===== config.mk =====
export PLATFORM = sky130hd
export DESIGN_NAME = rng_word_collector
export DESIGN_NICKNAME = d
export VERILOG_FILES = /design/src/rtl/neorng_pkg.sv /design/src/rtl/sync_fifo_fwft.sv /design/src/rtl/rng_word_collector.sv
export SDC_FILE = /design/constraint.sdc
export NUM_CORES = 1
export LEC_CHECK = 0
export CORE_MARGIN = 5
export CORE_UTILIZATION = 50
export CTS_BUF_LIST = sky130_fd_sc_hd__clkbuf_4
export CTS_CLUSTER_DIAMETER = 200
export DETAILED_ROUTE_END_ITERATION = 16
export GPL_TIMING_DRIVEN = 0
export PLACE_DENSITY = 0.74
export SYNTH_ARGS = -nofsm -noshare
export SYNTH_HDL_FRONTEND = slang
export SYNTH_SLANG_ARGS = --single-unit
export TNS_END_PERCENT = 30

===== constraint.sdc =====
create_clock -name clk -period 4.1 [get_ports clk]
set_input_delay 0.82 -clock clk [delete_from_list [all_inputs] [get_ports clk]]
set_output_delay 0.82 -clock clk [all_outputs]
set_load 0.01 [all_outputs]

===== src/rtl/neorng_pkg.sv =====
// Shared definitions for NeoRNG consumer blocks: byte width, collector FSM
// encoding and default packing/buffering sizes.
package neorng_pkg;

    localparam int BYTE_W         = 8;
    localparam int DEF_WORD_BYTES = 4;
    localparam int DEF_FIFO_DEPTH = 4;

    typedef enum logic [1:0] {
        ST_IDLE = 2'd0,
        ST_RUN  = 2'd1,
        ST_SEED = 2'd2,
        ST_WAIT = 2'd3
    } rng_state_e;

    // Index width for a byte lane counter; never narrower than one bit.
    function automatic int idx_width(input int n_bytes);
        return (n_bytes > 1) ? $clog2(n_bytes) : 1;
    endfunction

endpackage


===== src/rtl/sync_fifo_fwft.sv =====
// Single-clock first-word-fall-through FIFO with occupancy count.
// A push into a full FIFO only lands when a pop frees the head in the same cycle.
module sync_fifo_fwft #(
    parameter int WIDTH = 32,
    parameter int DEPTH = 4,
    parameter int CNT_W = $clog2(DEPTH) + 1
) (
    input  logic             clk,
    input  logic             rst,
    input  logic             i_push,
    input  logic [WIDTH-1:0] i_push_data,
    input  logic             i_pop,
    output logic [WIDTH-1:0] o_head,
    output logic             o_full,
    output logic             o_empty,
    output logic [CNT_W-1:0] o_level
);

    localparam int PTR_W = $clog2(DEPTH);

    logic [WIDTH-1:0] r_mem [DEPTH];
    logic [PTR_W-1:0] r_wr_ptr;
    logic [PTR_W-1:0] r_rd_ptr;
    logic [CNT_W-1:0] r_level;
    logic             w_pop;
    logic             w_push_ok;

    assign o_empty   = (r_level == CNT_W'(0));
    assign o_full    = (r_level == CNT_W'(DEPTH));
    assign o_level   = r_level;
    assign o_head    = r_mem[r_rd_ptr];
    assign w_pop     = i_pop & ~o_empty;
    assign w_push_ok = i_push & (~o_full | w_pop);

    // Storage is cleared on reset so the head never shows X.
    always_ff @(posedge clk) begin
        if (rst) begin
            for (int i = 0; i < DEPTH; i++) begin
                r_mem[i] <= '0;
            end
        end else if (w_push_ok) begin
            r_mem[r_wr_ptr] <= i_push_data;
        end else begin
            r_mem[r_wr_ptr] <= r_mem[r_wr_ptr];
        end
    end

    // Pointers wrap naturally because DEPTH is a power of two.
    always_ff @(posedge clk) begin
        if (rst) begin
            r_wr_ptr <= '0;
            r_rd_ptr <= '0;
            r_level  <= '0;
        end else begin
            if (w_push_ok) begin
                r_wr_ptr <= r_wr_ptr + PTR_W'(1);
            end
            if (w_pop) begin
                r_rd_ptr <= r_rd_ptr + PTR_W'(1);
            end
            case ({w_push_ok, w_pop})
                2'b10:   r_level <= r_level + CNT_W'(1);
                2'b01:   r_level <= r_level - CNT_W'(1);
                default: r_level <= r_level;
            endcase
        end
    end

endmodule


===== src/rtl/rng_word_collector.sv =====
// Consumer end of the NeoRNG byte stream: gates the generator, issues reseeds,
// packs bytes little-endian into words and buffers them for a ready/valid sink.
module rng_word_collector
    import neorng_pkg::*;
#(
    parameter int WORD_BYTES = DEF_WORD_BYTES,
    parameter int FIFO_DEPTH = DEF_FIFO_DEPTH,
    parameter int CNT_W      = $clog2(FIFO_DEPTH) + 1
) (
    input  logic                         clk,
    input  logic                         rst,
    input  logic                         run_i,
    input  logic                         rng_valid_i,
    input  logic [BYTE_W-1:0]            rng_data_i,
    output logic                         rng_enable_o,
    output logic                         rng_load_o,
    output logic [BYTE_W-1:0]            rng_seed_o,
    input  logic                         seed_req_i,
    input  logic [BYTE_W-1:0]            seed_i,
    output logic                         seed_ack_o,
    output logic                         word_valid_o,
    output logic [BYTE_W*WORD_BYTES-1:0] word_data_o,
    input  logic                         word_ready_i,
    output logic [CNT_W-1:0]             fifo_level_o,
    output logic                         overrun_o
);

    localparam int IDX_W  = idx_width(WORD_BYTES);
    localparam int WORD_W = BYTE_W * WORD_BYTES;

    rng_state_e          r_state;
    rng_state_e          w_next_state;
    logic [IDX_W-1:0]    r_idx;
    logic [WORD_W-1:0]   r_word;
    logic [WORD_W-1:0]   w_word;
    logic [BYTE_W-1:0]   r_seed;
    logic                r_overrun;
    logic                w_capture;
    logic                w_last;
    logic                w_push;
    logic                w_pop;
    logic                w_drop;
    logic                w_fifo_full;
    logic                w_fifo_empty;
    logic [CNT_W-1:0]    w_level;

    // State register.
    always_ff @(posedge clk) begin
        if (rst) begin
            r_state <= ST_IDLE;
        end else begin
            r_state <= w_next_state;
        end
    end

    // Next-state logic; a reseed request outranks run_i.
    always_comb begin
        w_next_state = ST_IDLE;
        case (r_state)
            ST_IDLE: begin
                if (seed_req_i)  w_next_state = ST_SEED;
                else if (run_i)  w_next_state = ST_RUN;
                else             w_next_state = ST_IDLE;
            end
            ST_RUN: begin
                if (seed_req_i)  w_next_state = ST_SEED;
                else if (!run_i) w_next_state = ST_IDLE;
                else             w_next_state = ST_RUN;
            end
            ST_SEED: w_next_state = ST_WAIT;
            ST_WAIT: begin
                if (run_i)       w_next_state = ST_RUN;
                else             w_next_state = ST_IDLE;
            end
            default: w_next_state = ST_IDLE;
        endcase
    end

    // Generator controls; one slot of slack absorbs bytes already in flight.
    always_comb begin
        rng_enable_o = 1'b0;
        rng_load_o   = 1'b0;
        seed_ack_o   = 1'b0;
        case (r_state)
            ST_RUN:  rng_enable_o = (w_level < CNT_W'(FIFO_DEPTH - 1));
            ST_SEED: begin
                rng_load_o = 1'b1;
                seed_ack_o = 1'b1;
            end
            default: rng_enable_o = 1'b0;
        endcase
    end

    // Seed byte is latched on entry to SEED so it is presented from a register.
    always_ff @(posedge clk) begin
        if (rst) begin
            r_seed <= 8'h00;
        end else if (w_next_state == ST_SEED) begin
            r_seed <= seed_i;
        end else begin
            r_seed <= 8'h00;
        end
    end

    assign rng_seed_o = r_seed;

    // IDLE still accepts a straggler byte that was in flight when run_i dropped.
    assign w_capture = rng_valid_i & ((r_state == ST_RUN) | (r_state == ST_IDLE));
    assign w_last    = (r_idx == IDX_W'(WORD_BYTES - 1));
    assign w_push    = w_capture & w_last;

    // Merge the incoming byte into its lane of the partial word.
    always_comb begin
        w_word = r_word;
        w_word[int'(r_idx)*BYTE_W +: BYTE_W] = rng_data_i;
    end

    // Byte lane index and partial word; a reseed restarts the word.
    always_ff @(posedge clk) begin
        if (rst) begin
            r_idx  <= '0;
            r_word <= '0;
        end else if (r_state == ST_SEED) begin
            r_idx  <= '0;
            r_word <= r_word;
        end else if (w_capture) begin
            r_word <= w_word;
            r_idx  <= w_last ? '0 : r_idx + IDX_W'(1);
        end else begin
            r_idx  <= r_idx;
            r_word <= r_word;
        end
    end

    assign w_pop  = word_ready_i & ~w_fifo_empty;
    assign w_drop = w_push & w_fifo_full & ~w_pop;

    // Sticky record of any completed word lost to a full FIFO.
    always_ff @(posedge clk) begin
        if (rst) begin
            r_overrun <= 1'b0;
        end else begin
            r_overrun <= r_overrun | w_drop;
        end
    end

    assign overrun_o = r_overrun;

    sync_fifo_fwft #(
        .WIDTH (WORD_W),
        .DEPTH (FIFO_DEPTH),
        .CNT_W (CNT_W)
    ) u_fifo (
        .clk         (clk),
        .rst         (rst),
        .i_push      (w_push),
        .i_push_data (w_word),
        .i_pop       (w_pop),
        .o_head      (word_data_o),
        .o_full      (w_fifo_full),
        .o_empty     (w_fifo_empty),
        .o_level     (w_level)
    );

    assign word_valid_o = ~w_fifo_empty;
    assign fifo_level_o = w_level;

endmodule

* Word level (Yosys, flattened, before mapping)
Memories as Yosys holds them, arrays and structs flattened. A register that Yosys moved wholly into a read port is not among the register bits.
Index checks and enable logic that the tools add are counted.
** Storage, ports and cells
- Flip-flop bits (word level) :: 52
- Bits in writable memories :: 128
- Output and inout port bits :: 48
- Logic and storage cells :: 74
- Memories :: 1
** Operators by class
- $add $sub $neg :: 6
- Magnitude comparators :: 1
- Equal/unequal tests :: 9
- Shift operators :: 2
- Muxes and demuxes :: 22
- Bitwise operators :: 16
- Reductions and logical operators :: 9
** Memory list
- u_fifo.r_mem :: depth 4, width 32, rd ports 1, clocked after Yosys merged registers in 1, wr ports 4, line sync_fifo_fwft.sv:21 : logic [WIDTH-1:0] r_mem [DEPTH];
** Operator list (number)
- $mux W32 :: 2
- $neg A5 Y33 :: 1
- $shift A8 B33 Y32 const A :: 1
- $shiftx A8 B33 Y32 :: 1
- $bwmux W32 :: 1
- $reduce_or A32 Y1 :: 1
- $mux W1 :: 12
- $eq A2 B2 Y1 const B :: 5
- $mux W2 :: 5
- $and A1 B1 Y1 :: 7
- $add A2 B1 Y2 const B :: 3
- $pmux W2 S3 :: 1
- $pmux W3 S2 :: 1
- $reduce_or A2 Y1 :: 3
- $not A1 Y1 :: 5
- $eq A2 B1 Y1 const B :: 2
- $or A1 B1 Y1 :: 4
- $reduce_and A2 Y1 :: 2
- $add A3 B1 Y3 const B :: 1
- $eq A3 B3 Y1 const B :: 1
- $logic_not A3 Y1 :: 1
- $lt A3 B2 Y1 const B :: 1
- $sub A3 B1 Y3 const B :: 1
- $logic_not A2 Y1 :: 1
- 2 further kinds :: 2

* Depth between registers and ports, before layout
Gate-level depths: netlist of the first run.
- Word-level depth :: 13
- Mapped depth :: 8
- Depth with buffers taken out :: 8

* By module
A second synthesis of the first run with hierarchy kept.
** Second synthesis, totals
- Cell total of the unflattened synthesis :: 607
- Area, all modules :: 8264.2 um^2
** Modules (own cells, without submodules)
- sync_fifo_fwft :: times used 1, cells each 365, area an instance 6044.5 um^2
- rng_word_collector :: times used 1, cells each 242, area an instance 2219.6 um^2

* Worst setup path before layout of the first run
Ideal clock, no wire load.
- Path type :: flip-flop to flip-flop
- Start :: register r_idx[0]
- End :: memory u_fifo.r_mem[1][0] (enable)
- Setup time :: 466 ps
- Data arrival time :: 3686 ps
- Setup slack :: -52 ps
- Stages on the path, launching flop included :: 6
- Clock period less this slack :: 4152 ps
- Cell sequence :: dfxtp_1 -> ha_1 -> buf_2 -> and3b_1 -> nand3_1 -> o21ai_0
** RTL lines
- start, declared :: line rng_word_collector.sv:33 : logic [IDX_W-1:0] r_idx;
- start signal, assigned :: line rng_word_collector.sv:128 : r_idx <= w_last ? '0 : r_idx + IDX_W'(1);
- start signal, assigned :: line rng_word_collector.sv:130 : r_idx <= r_idx;
- end, declared :: line sync_fifo_fwft.sv:21

==> key figures, run 1 <==
Run status
  • Status: completed

Detailed routing
  • Mean number of vias per cell: ~5.7
  • Final WL: roughly 18000 um
  • DR DRC count: 0
  • Final antenna-violating net count: 0
  • DRT Pass-1 Iters: 5
  • Iter 0 DRT Violations: ~430
  • Vias: 5114
  • Routed len/inst: approximately 20 um

Cells and area
  • Nets: ~720
  • Antenna cell count: 0
  • Layout area overhead: 17.5%
  • Share of layout cells above drive strength 1: 14.0%
  • Final Util: about three fifths
  • Fin cells: ~890
  • Layout filler cell count: 1205

Pwr
  • Share of power burned in registers: about half
  • Sw Pwr: approximately 1100 uW
  • Leak pwr: just over 0.003 uW
  • Total power draw: 4050 uW
  • Pwr per Cell Area: about 450 mW/mm^2
  • Clock network fraction of total power: approximately 29%
  • Internal power: just under 3000 uW
  • Logic pwr share: a little under a fifth
  • VDD IR max: around 0.00028 V
  • Sw frac: approximately a quarter

Job
  • Max Cap Viol: 0

Worst setup path
  • CP Capture Type: output pin
  • CP peak stage delay: around 0.58 ns
  • Critical Path RT: roughly 3.3 ns
  • Startpoint types: flop
  • Buf/Inv on CP: 3
  • Cell Chain, Critical Path: clkbuf_1 > buf_2 > mux4_2 > clkdlybuf4s50_1
  • CP delay by family, top: buffers and inverters
  • Path type of the worst setup path: flop to output pin
  • Critical path arrival: between 2 and 3 ns
  • CP Max Fanout: 10
  • Slowest cell on the critical path: mux4_2

STA
  • Final Hold Viols: 0
  • Max-slew violations: 0
  • Worst-Margin Slew: about 0.98 ns
  • Minimum clock period: roughly 3.6 ns
  • Slew margin rel.: about 34%
  • TNS Setup: 0 ns
  • Max Freq: between 0.2 and 0.3 GHz
  • Final setup vio count: 0
  • RSZ-0062 raised after global routing: no
  • Worst clock skew: around 0.020 ns
  • Final worst-path cycle share: 88.3%
  • WHS: around 0.48 ns

Clock network
  • Number of buffers created by CTS: 17
  • Clock Latency Late Sink: just under 0.6 ns
  • Clk slew on worst S/H paths: around 0.15 ns
  • Clock buffer depth: 2
  • Post-CTS setup buffers: 0
  • CTS-repair resized insts: 0
  • CTS Hold Bufs: 0
  • Clock Sinks: about 180
  • # H-tree levels: 4
  • CTS root buf: clkbuf_4
  • CTS tree: done

Synthesis
  • Gate Count Post-Synth: roughly 600
  • EDFF count, synth: between 100 and 150
  • Asr flop ratio synth: 0%
  • Warnings, synthesis: 0
  • Seq cells post-synth: between 150 and 200
  • Avg Inst Size Synth: about 13 sq um
  • Distinct cells, synth: 42
  • Synth Flop Type: edfxtp_1
  • Sequential area share after synthesis: between 60% and 70%
  • Mapped cell area: about 0.0077 sq mm
  • Syn nets: 631

Global routing
  • First-pass GRT wire length: 28100 um
  • Final global-route overflow total: 0
  • Initial antenna violation count: 0
  • Number of global-route vias before repair: roughly 5300
  • Total Routing Usage GR: 20.4%
  • Largest net degree at the start of global routing: 33

Placement
  • DP Cell Count: around 860
  • RD Place Congestion: about 0.85
  • DP HPWL: roughly 12000 um
  • Number of port buffers: between 60 and 70

Die
  • Die area: 0.0180 sq mm
  • Row count: 45
  • Initial Utilization: 50.9%
  • I/O pins: 70
  • Die width: ~130 um
  • DIE HEIGHT: 134 um
  • Core region area: 0.0151 sq mm

Worst hold path
  • Worst min-delay path class: flop to flop
## final timing paths
check	start	end	slack [ns]	cells past startpoint
max	flop	word_data_o[8]	0.48	4
min reg2reg	r_word[24]$_SDFFE_PP0P_	r_word[24]$_SDFFE_PP0P_	0.48	2
max reg2reg	r_idx[0]$_SDFFE_PP0P_	u_fifo.r_mem[1][22]$_SDFFCE_PN0P_	1.11	6
min	r_word[24]$_SDFFE_PP0P_	r_word[24]$_SDFFE_PP0P_	0.48	2
## placed cells by master, fill, tap and decap left out, types with 6 or more instances in the layout
cell type	synthesis	final
nor2_1	172	172
clkdlybuf4s50_1	0	69
and2_1	10	10
clkbuf_1	11	11
a21oi_1	6	6
a31oi_1	31	31
buf_2	22	22
edfxtp_1	128	128
clkbuf_4	0	17
mux4_2	32	32
nand2_1	8	6
inv_1	7	7
a211oi_1	31	31
dfxtp_1	54	54
nor2b_1	44	44
## metrics by stage
stage                     worst slack (ns)  cell area (sq um)
after detailed placement              1.07               8710
after global routing                 0.339               9060
final                                0.479               9060
after floorplan                    -0.0521               7710
after CTS                            0.405               9060
after global placement               -2.28               8630
## worst min-delay path, delay by kind of cell, from the launching register on
kind             cells  cell delay (ns)
AO/OA/AOI/OAI        1             0.06
AND/OR/NAND/NOR      1             0.05
flip-flops           1             0.34
## sequential cells by signal, indices dropped and copies added (netlist names), named ones only
signal / flops
u_fifo.r_wr_ptr: 2
u_fifo.o_level: 3
r_word: 32
r_idx: 2
u_fifo.r_rd_ptr: 2
u_fifo.r_mem: 128
overrun_o: 1
r_state: 2
rng_seed_o: 8
## cell type report
type	count	area (sq um)	share of cell area, %
flip-flops and latches	182	4920	54.4
multi-input cells	374	2600	28.7
repair buffers	71	738	8.15
well taps	188	235	2.60
clock inverters	15	223	2.46
plain buffers	39	178	1.96
clock buffers	17	128	1.41
inverters	8	30.0	0.331
## logic make-up (layout without fill, tap and decap cells)
family	count (synthesis)	after routing	synth area share, %
AO/OA/AOI/OAI	77	77	6.69
XOR/XNOR	4	4	0.455
adder cells (fa/ha/maj)	6	6	1.07
buffers and inverters	47	150	2.69
flip-flops	182	182	63.9
multiplexers	35	35	9.76
AND/OR/NAND/NOR	252	252	15.4
## synth_stat cells, types with 2 or more instances
cell	n	share of area, %
a211oi_1	31	3.0
a21oi_1	6	0.39
a31oi_1	31	2.5
and2_1	10	0.81
buf_1	5	0.24
buf_2	22	1.4
clkbuf_1	11	0.54
dfxtp_1	54	14
edfxtp_1	128	50
ha_1	5	0.81
inv_1	7	0.34
mux2i_1	2	0.26
mux4_2	32	9.4
nand2_1	8	0.39
nand3_1	3	0.19
nor2_1	172	8.4
nor2b_1	44	3.6
nor3_1	2	0.13
o21ai_0	5	0.32
xnor2_1	3	0.34
## power by group through the flow
stage / Sequential, uW / Combinational [uW] / Clock (uW)
2_1_floorplan: 2130 / 482 / 0
3_3_place_gp: 2140 / 754 / 0
3_5_place_dp: 2140 / 777 / 0
4_1_cts: 2100 / 782 / 1190
5_1_grt: 2110 / 838 / 1280
6_report: 2100 / 775 / 1170
## routing by layer
metal,vias to the layer above,routed length [um],global-route usage (%)
li1,2375,-,-
met1,2547,7270,25.7
met2,174,9060,35.4
met3,18,1010,4.80
met4,0,230,6.05
met5,-,0,0
(Power assumes the default switching activity.)
==> run 2: changes to the inputs <==
--- a/config.mk
+++ b/config.mk
@@ -11,7 +11,7 @@
 export CTS_CLUSTER_DIAMETER = 200
 export DETAILED_ROUTE_END_ITERATION = 16
 export GPL_TIMING_DRIVEN = 0
-export PLACE_DENSITY = 0.74
+export PLACE_DENSITY = 0.72
 export SYNTH_ARGS = -nofsm -noshare
 export SYNTH_HDL_FRONTEND = slang
 export SYNTH_SLANG_ARGS = --single-unit
==> run 2 against run 1 <==
Compared with the run above: worst hold slack improved by 0.011 ns; count of clock-buffer cells in the layout rose by 3; design area fell by 0.57%; critical path type unchanged; highest routed layer unchanged.
==> key figures, run 2 (same netlist as run 1, synthesis figures left out) <==
Run status
  • Status: completed

Clock network
  • CTS tree: done
  • Clock Latency Late Sink: 0.56 ns
  • Post-CTS setup buffers: 0
  • CTS-repair resized insts: 0
  • Clk slew on worst S/H paths: ~0.14 ns
  • Clock buffer depth: 2
  • Clock Sinks: between 150 and 200
  • Number of buffers created by CTS: 17
  • CTS Hold Bufs: 0
  • CTS root buf: clkbuf_4
  • # H-tree levels: 4

STA
  • Slew margin rel.: between 50 and 60%
  • RSZ-0062 raised after global routing: no
  • TNS Setup: 0 ns
  • WHS: between 0.4 and 0.5 ns
  • Max-slew violations: 0
  • Final Hold Viols: 0
  • Max Freq: ~0.28 GHz
  • Final worst-path cycle share: 86.9%
  • Minimum clock period: 3.56 ns
  • Final setup vio count: 0
  • Post-route setup slack: around 0.54 ns
  • Worst-Margin Slew: 0.701 ns
  • Worst clock skew: 0.0172 ns

Cells and area
  • Max reg flops: about 130
  • Layout area overhead: 16.9%
  • Commonest non-fill, non-tap cell in the layout: nor2_1
  • Largest reg by FF count: u_fifo.r_mem
  • Layout filler cell count: about 1200
  • Nets: ~720
  • Fin area: roughly 0.009 sq mm
  • Share of layout cells above drive strength 1: roughly 14%
  • Most frequent cells in the layout: nor2_1 (172), edfxtp_1 (128), clkdlybuf4s50_1 (69)

Detailed routing
  • Final WL: 17200 um
  • Final antenna-violating net count: 0
  • DR DRC count: 0
  • DRT Pass-1 Iters: 5
  • Vias: just over 5000
  • Routed len/inst: between 15 and 20 um
  • Mean number of vias per cell: ~5.7
  • Iter 0 DRT Violations: between 300 and 400

Pwr
  • Clock network fraction of total power: 24.9%
  • Share of power burned in registers: a little over half
  • Pwr per Cell Area: around 420 mW/mm^2
  • Total power draw: roughly 3800 uW
  • Sw frac: 26.5%
  • Leak pwr: roughly 0.003 uW
  • Sw Pwr: just over 1000 uW
  • VDD IR max: roughly 0.00022 V
  • Logic pwr share: ~20%
  • Internal power: between 2000 and 3000 uW

Worst setup path
  • CP Capture Type: output pin
  • CP delay by family, top: buffers and inverters
  • CP Max Fanout: 10
  • Startpoint types: flop
  • Slowest cell on the critical path: mux4_2
  • Path type of the worst setup path: flop to output pin
  • Critical Path RT: around 3.3 ns
  • Cell Chain, Critical Path: clkbuf_1 > buf_2 > mux4_2 > clkdlybuf4s50_1
  • Critical path arrival: 2.74 ns
  • Buf/Inv on CP: 3
  • CP peak stage delay: approximately 0.58 ns

Die
  • Initial Utilization: between 50 and 60%
  • Die width: around 130 um
  • Core region area: between 0.015 and 0.02 sq mm
  • Die area: approximately 0.018 sq mm
  • DIE HEIGHT: 134 um
  • I/O pins: 70
  • Row count: 45

Global routing
  • Largest net degree at the start of global routing: 26
  • Final global-route overflow total: 0
  • Initial antenna violation count: 1
  • First-pass GRT wire length: 27600 um
  • Number of global-route vias before repair: 5192
  • Total Routing Usage GR: 20.1%

Placement
  • Placement Setup Slack: 1.08 ns
  • DP HPWL: 11900 um
  • RD Place Congestion: about 0.82
  • Number of port buffers: 69
  • Placed cell areas: roughly 0.009 sq mm

Job
  • Max Cap Viol: 0

Worst hold path
  • Worst min-delay path class: flop to flop
[run 2: changes by cell type in the layout (fill, tap and decap cells not counted)]
cell	change
clkinv_4	-1
inv_2	+2
inv_6	-4
diode_2	+2
buf_16	-1
buf_12	+3
bufinv_16	-3
clkinv_2	+3
clkbuf_4	+3
[run 2: final cells by class]
| type | instances | area, sq um | share of cell area, % |
|---|---|---|---|
| flip-flops and latches | 182 | 4920 | 54.7 |
| diodes | 2 | 5.00 | 0.0556 |
| clock inverters | 12 | 111 | 1.24 |
| clock buffers | 20 | 150 | 1.67 |
| repair buffers | 73 | 771 | 8.56 |
| inverters | 8 | 30.0 | 0.333 |
| well taps | 188 | 235 | 2.61 |
| plain buffers | 39 | 178 | 1.97 |
| multi-input cells | 374 | 2600 | 28.9 |
[run 2: path summary, 6_finish.rpt]
path                                               from                                 to  slack, ns  cells after the start
worst min-delay path            r_word[24]$_SDFFE_PP0P_            r_word[24]$_SDFFE_PP0P_       0.49                      2
worst max-delay path                               flop                     word_data_o[8]       0.54                      4
worst min register to register  r_word[24]$_SDFFE_PP0P_            r_word[24]$_SDFFE_PP0P_       0.49                      2
worst max register to register    r_idx[0]$_SDFFE_PP0P_  u_fifo.r_mem[1][21]$_SDFFCE_PN0P_       1.24                      6
[run 2: tightest hold or removal path: stages, from the launching register on]
cell	delay, ns
dfxtp_1	0.36
nand2_1	0.06
a21oi_1	0.05
[run 2: metal layers]
layer,GRT usage [%],wire length (um)
met1,25.8,7120
met2,34.4,8730
met3,4.84,1100
met4,5.54,255
met5,0,0
[run 2: stage by stage]
stage / utilization [%] / instances
global route: 59.5 / 898
global placement: 57.0 / 860
finish: 59.5 / 898
detailed placement: 57.7 / 864
CTS: 59.4 / 896
floorplan: - / 603
[run 2: power by group through the flow]
stage | sequential (uW) | clock (uW) | combinational [uW]
6_report | 2100 | 951 | 771
4_1_cts | 2100 | 970 | 784
3_3_place_gp | 2140 | 0 | 757
2_1_floorplan | 2130 | 0 | 482
5_1_grt | 2110 | 1050 | 836
3_5_place_dp | 2140 | 0 | 780
==> run 3: changes to the inputs <==
--- a/config.mk
+++ b/config.mk
@@ -9,6 +9,7 @@
 export CORE_UTILIZATION = 50
 export CTS_BUF_LIST = sky130_fd_sc_hd__clkbuf_4
 export CTS_CLUSTER_DIAMETER = 200
+export CTS_CLUSTER_SIZE = 8
 export DETAILED_ROUTE_END_ITERATION = 16
 export GPL_TIMING_DRIVEN = 0
 export PLACE_DENSITY = 0.72
==> results of run 3 <==
Same layout as run 2: the final DEF is identical, and so are final timing and power.
==> patch 1 (settings of run 3) <==
Re-encode `rng_state_e` (4 states) as Gray code, 2 bits wide.
--- a/src/rtl/neorng_pkg.sv
+++ b/src/rtl/neorng_pkg.sv
@@ -8,8 +8,8 @@
 
     typedef enum logic [1:0] {
-        ST_IDLE = 2'd0,
-        ST_RUN  = 2'd1,
-        ST_SEED = 2'd2,
-        ST_WAIT = 2'd3
+        ST_IDLE = 2'b00,
+        ST_RUN  = 2'b01,
+        ST_SEED = 2'b11,
+        ST_WAIT = 2'b10
     } rng_state_e;
 
Function: same outputs for any inputs over 4 cycles, from zero or initial values and one cycle with rst high; so few cycles prove little.
==> patch 1 against run 3 <==
  * Cell count decreased by 0.22%
  * Sequential cell count unchanged
  * Cell area decreased by 0.25%
  * Sequential share of layout area increased by 0.14 points
  * Global-route usage increased by 0.43 points
  * Wire length increased by 2.7%
  * Area after synthesis decreased by 0.55%
  * Worst setup slack got worse by 0.11 ns
  * Total power increased by 4.2%
  * Sequential power about the same
  * Die area decreased by 0.51%
  * Combinational power increased by 3.4%
==> patch 1: results (changes against run 3) <==
\begin{tabular}{lr}
\hline
Metric & Value \\
\hline
\multicolumn{2}{l}{\textbf{Layout}} \\
\quad ANT cells & 1 (-1) \\
\quad Share of cell area taken by multi-input logic gates & 28.6\% (-0.33 points) \\
\quad Clock-cell share & 3.44\% (+0.54 points) \\
\quad Non-clk bufs & 111 (-0.89\%) \\
\quad Share of final-layout standard cells stronger than drive strength 1 & 13.0\% (-1.3 points) \\
\quad Number of nets in the final layout & 722 (-0.14\%) \\
\quad Seq/total area & 54.8\% (+0.14 points) \\
\quad \#MultiIn Comb & 375 (+0.27\%) \\
\quad Number of inverters outside the clock class in the layout & 7 (-1) \\
\quad Signal buffers share of area & 10.2\% (-0.28 points) \\
\multicolumn{2}{l}{\textbf{Worst hold path}} \\
\quad Hold path startpoint & r\_word[10] \\
\multicolumn{2}{l}{\textbf{Timing}} \\
\quad Worst Setup Slack, final & 0.431 ns (-0.105 ns) \\
\quad Actual slew at the worst max-slew pin & 0.930 ns (+0.230 ns) \\
\quad Worst setup skew after layout & 0.0299 ns (+0.0127 ns) \\
\multicolumn{2}{l}{\textbf{Global routing}} \\
\quad First-pass GRT wire length & 28000 µm (+1.6\%) \\
\quad Pin count of the biggest net entering global routing & 33 (+27\%) \\
\quad Vias in the first global route & 5167 (-0.48\%) \\
\multicolumn{2}{l}{\textbf{Power}} \\
\quad Net switching power of the design & 1.04 mW (+2.7\%) \\
\quad Power per unit of standard cell area & 443 mW/mm² (+4.5\%) \\
\quad Peak supply drop & 0.232 mV (+4.7\%) \\
\multicolumn{2}{l}{\textbf{Clocking}} \\
\quad Clock Latency Late Sink & 0.60 ns (+0.04 ns) \\
\multicolumn{2}{l}{\textbf{Run status}} \\
\quad Status & complete, no violations \\
\multicolumn{2}{l}{\textbf{Place}} \\
\quad Final estimated routing congestion in global placement & 0.806 (-1.4\%) \\
\multicolumn{2}{l}{\textbf{Setup path}} \\
\quad Crit path capture & word\_data\_o[6] \\
\multicolumn{2}{l}{\textbf{Synth}} \\
\quad Mapped Nets & 632 (+0.16\%) \\
\quad List of most frequent post-synthesis cells & 175 x sky130\_fd\_sc\_hd\_\_nor2\_1, 128 x sky130\_fd\_sc\_hd\_\_edfxtp\_1, 54 x sky130\_fd\_sc\_hd\_\_dfxtp\_1 \\
\hline
\end{tabular}
-- patch 1: layer usage --
metal / GRT usage, % / part of all wire (%)
met1: 26.6 / 41
met2: 34.1 / 50
met3: 4.95 / 7.1
met4: 7.09 / 1.9
met5: 0 / 0
-- patch 1: critical path: stages, from the launching register on --
cell,delay (ns)
sky130_fd_sc_hd__dfxtp_1,0.33
sky130_fd_sc_hd__clkbuf_1,0.43
sky130_fd_sc_hd__buf_2,0.44
sky130_fd_sc_hd__mux4_2,0.57
sky130_fd_sc_hd__clkdlybuf4s50_1,0.51
-- patch 1: power groups by stage --
stage	logic (mW)	clock network (mW)	registers, mW
finish	0.797	1.09	2.10
global route	0.864	1.18	2.11
CTS	0.807	1.09	2.10
detailed placement	0.802	0	2.14
global placement	0.776	0	2.14
floorplan	0.493	0	2.13
-- patch 1: per-stage QoR --
stage / utilization (%) / setup TNS, ns / instance area, µm² / std cells / hold WS (ns)
6_report: 59.3 / 0 / 8980 / 896 / 0.502
5_1_grt: 59.3 / 0 / 8980 / 896 / 0.523
4_1_cts: 59.3 / 0 / 8980 / 895 / 0.504
3_5_place_dp: 57.3 / 0 / 8670 / 863 / 0.470
3_3_place_gp: 56.7 / -138.38 / 8590 / 861 / 0.468
2_1_floorplan: - / 0 / 7660 / 604 / 0.474
-- patch 1: logic make-up (layout without fill, tap and decap cells) --
family	after synthesis	after routing	synth area share [%]
buffers and inverters	47	150	2.63
flip-flops	182	182	64.3
multiplexers	34	34	9.68
AO/OA/AOI/OAI	78	78	6.82
AND/OR/NAND/NOR	253	253	15.1
other	0	1	0
adder cells (fa/ha/maj)	6	6	1.08
XOR/XNOR	4	4	0.457
==> patch 2 (config.mk and constraints of run 3) <==
Without the edit above. Set the package constant `DEF_WORD_BYTES` to 8 (it was 4).
--- a/src/rtl/neorng_pkg.sv
+++ b/src/rtl/neorng_pkg.sv
@@ -4,5 +4,5 @@
 
     localparam int BYTE_W         = 8;
-    localparam int DEF_WORD_BYTES = 4;
+    localparam int DEF_WORD_BYTES = 8;
     localparam int DEF_FIFO_DEPTH = 4;
 
Ports: changed (resized word_data_o); port bits go from 70 to 102. The function was not compared with the original's and may differ.
==> patch 2 against run 3 <==
  * Sequential cell count is 161 higher
  * Worst setup slack got worse by 0.39 ns
  * Cell area up 91%
  * Wire length increased by 120%
  * Synthesized cell count rose by 84%
  * Combinational power down 22%
  * Core utilization fell by 1.2 points
  * Sequential power grew 85%
  * Total power grew 75%
  * Area after synthesis up 93%
  * Critical path type unchanged
  * Largest power group unchanged
  * Highest routed layer unchanged
==> patch 2: results (changes against run 3) <==
\begin{tabular}{lr}
\hline
Metric & Value \\
\hline
\multicolumn{2}{l}{\textbf{Run status}} \\
\quad Status & complete, no violations \\
\multicolumn{2}{l}{\textbf{Global routing}} \\
\quad Pin count of the biggest net entering global routing & 52 (+100\%) \\
\quad GRT Total Usage & 22.4\% (+2.3 points) \\
\multicolumn{2}{l}{\textbf{Power}} \\
\quad Clock Power & 2.18 mW (+130\%) \\
\quad Pleak & 5.68 nW (+85\%) \\
\quad Peak supply drop & 0.213 mV (-4.0\%) \\
\quad Internal power consumption & 5.05 mW (+80\%) \\
\multicolumn{2}{l}{\textbf{Setup path}} \\
\quad Worst Path Arrival & 3.14 ns (+0.40 ns) \\
\quad Longest individual stage delay on the worst path & 0.67 ns (+0.09 ns) \\
\quad Worst reg-to-reg path cell count & 10 (+4) \\
\multicolumn{2}{l}{\textbf{Worst hold path}} \\
\quad End of the worst hold path & r\_word[38] \\
\multicolumn{2}{l}{\textbf{Synth}} \\
\quad Mapped Nets & 1139 (+81\%) \\
\quad Part of the Yosys area used for sequential elements & 63.5\% (-0.37 points) \\
\quad Post-synthesis share of cell area spent on xor and xnor gates & 0.236\% (-0.22 points) \\
\multicolumn{2}{l}{\textbf{Clocking}} \\
\quad Number of H-tree levels & 2 (-2) \\
\quad Clock edge transition at the registers on the reported setup and hold paths & 0.11 ns (-0.03 ns) \\
\multicolumn{2}{l}{\textbf{Floorplanning}} \\
\quad Die Outline Area & 0.0332 mm² (+85\%) \\
\multicolumn{2}{l}{\textbf{Place}} \\
\quad Port bufs & 101 (+46\%) \\
\multicolumn{2}{l}{\textbf{Layout}} \\
\quad Combined flip-flop and latch cell area & 0.00943 mm² (+91\%) \\
\quad Clock buffer count & 87 (+340\%) \\
\quad \#MultiIn Comb & 665 (+78\%) \\
\quad Number of inverters outside the clock class in the layout & 9 (+1) \\
\quad Number of nets in the final layout & 1293 (+79\%) \\
\quad Number of inserted filler cells in the final layout & 2410 (+100\%) \\
\multicolumn{2}{l}{\textbf{Route}} \\
\quad Drt wl/cell & 22.0 µm (+15\%) \\
\quad Number of optimization iterations in the first detailed-route pass & 8 (+3) \\
\hline
\end{tabular}
## patch 2: kinds of logic (layout without fill, tap and decap cells)
kind of cell / after synthesis / in the layout
flip-flops: 343 / 343
AND/OR/NAND/NOR: 277 / 277
AO/OA/AOI/OAI: 255 / 255
multiplexers: 122 / 122
buffers and inverters: 102 / 296
adder cells (fa/ha/maj): 7 / 7
XOR/XNOR: 4 / 4
other: 0 / 1
## patch 2: through the flow
step / hold slack [ns] / setup slack [ns] / cells
after floorplan: 0.435 / 0.502 / 1110
after global placement: 0.449 / -1.50 / 1601
after detailed placement: 0.454 / 0.323 / 1605
after CTS: 0.471 / 0.0452 / 1695
after global routing: 0.494 / 0.0106 / 1695
final: 0.472 / 0.143 / 1695
## patch 2: routing by layer
layer	routed length [µm]	vias to the layer above	track usage (%)
met4	572	0	4.92
met3	3430	52	4.46
met5	0	-	0
met1	15500	4942	31.7
met2	17800	511	36.3
li1	-	4561	-
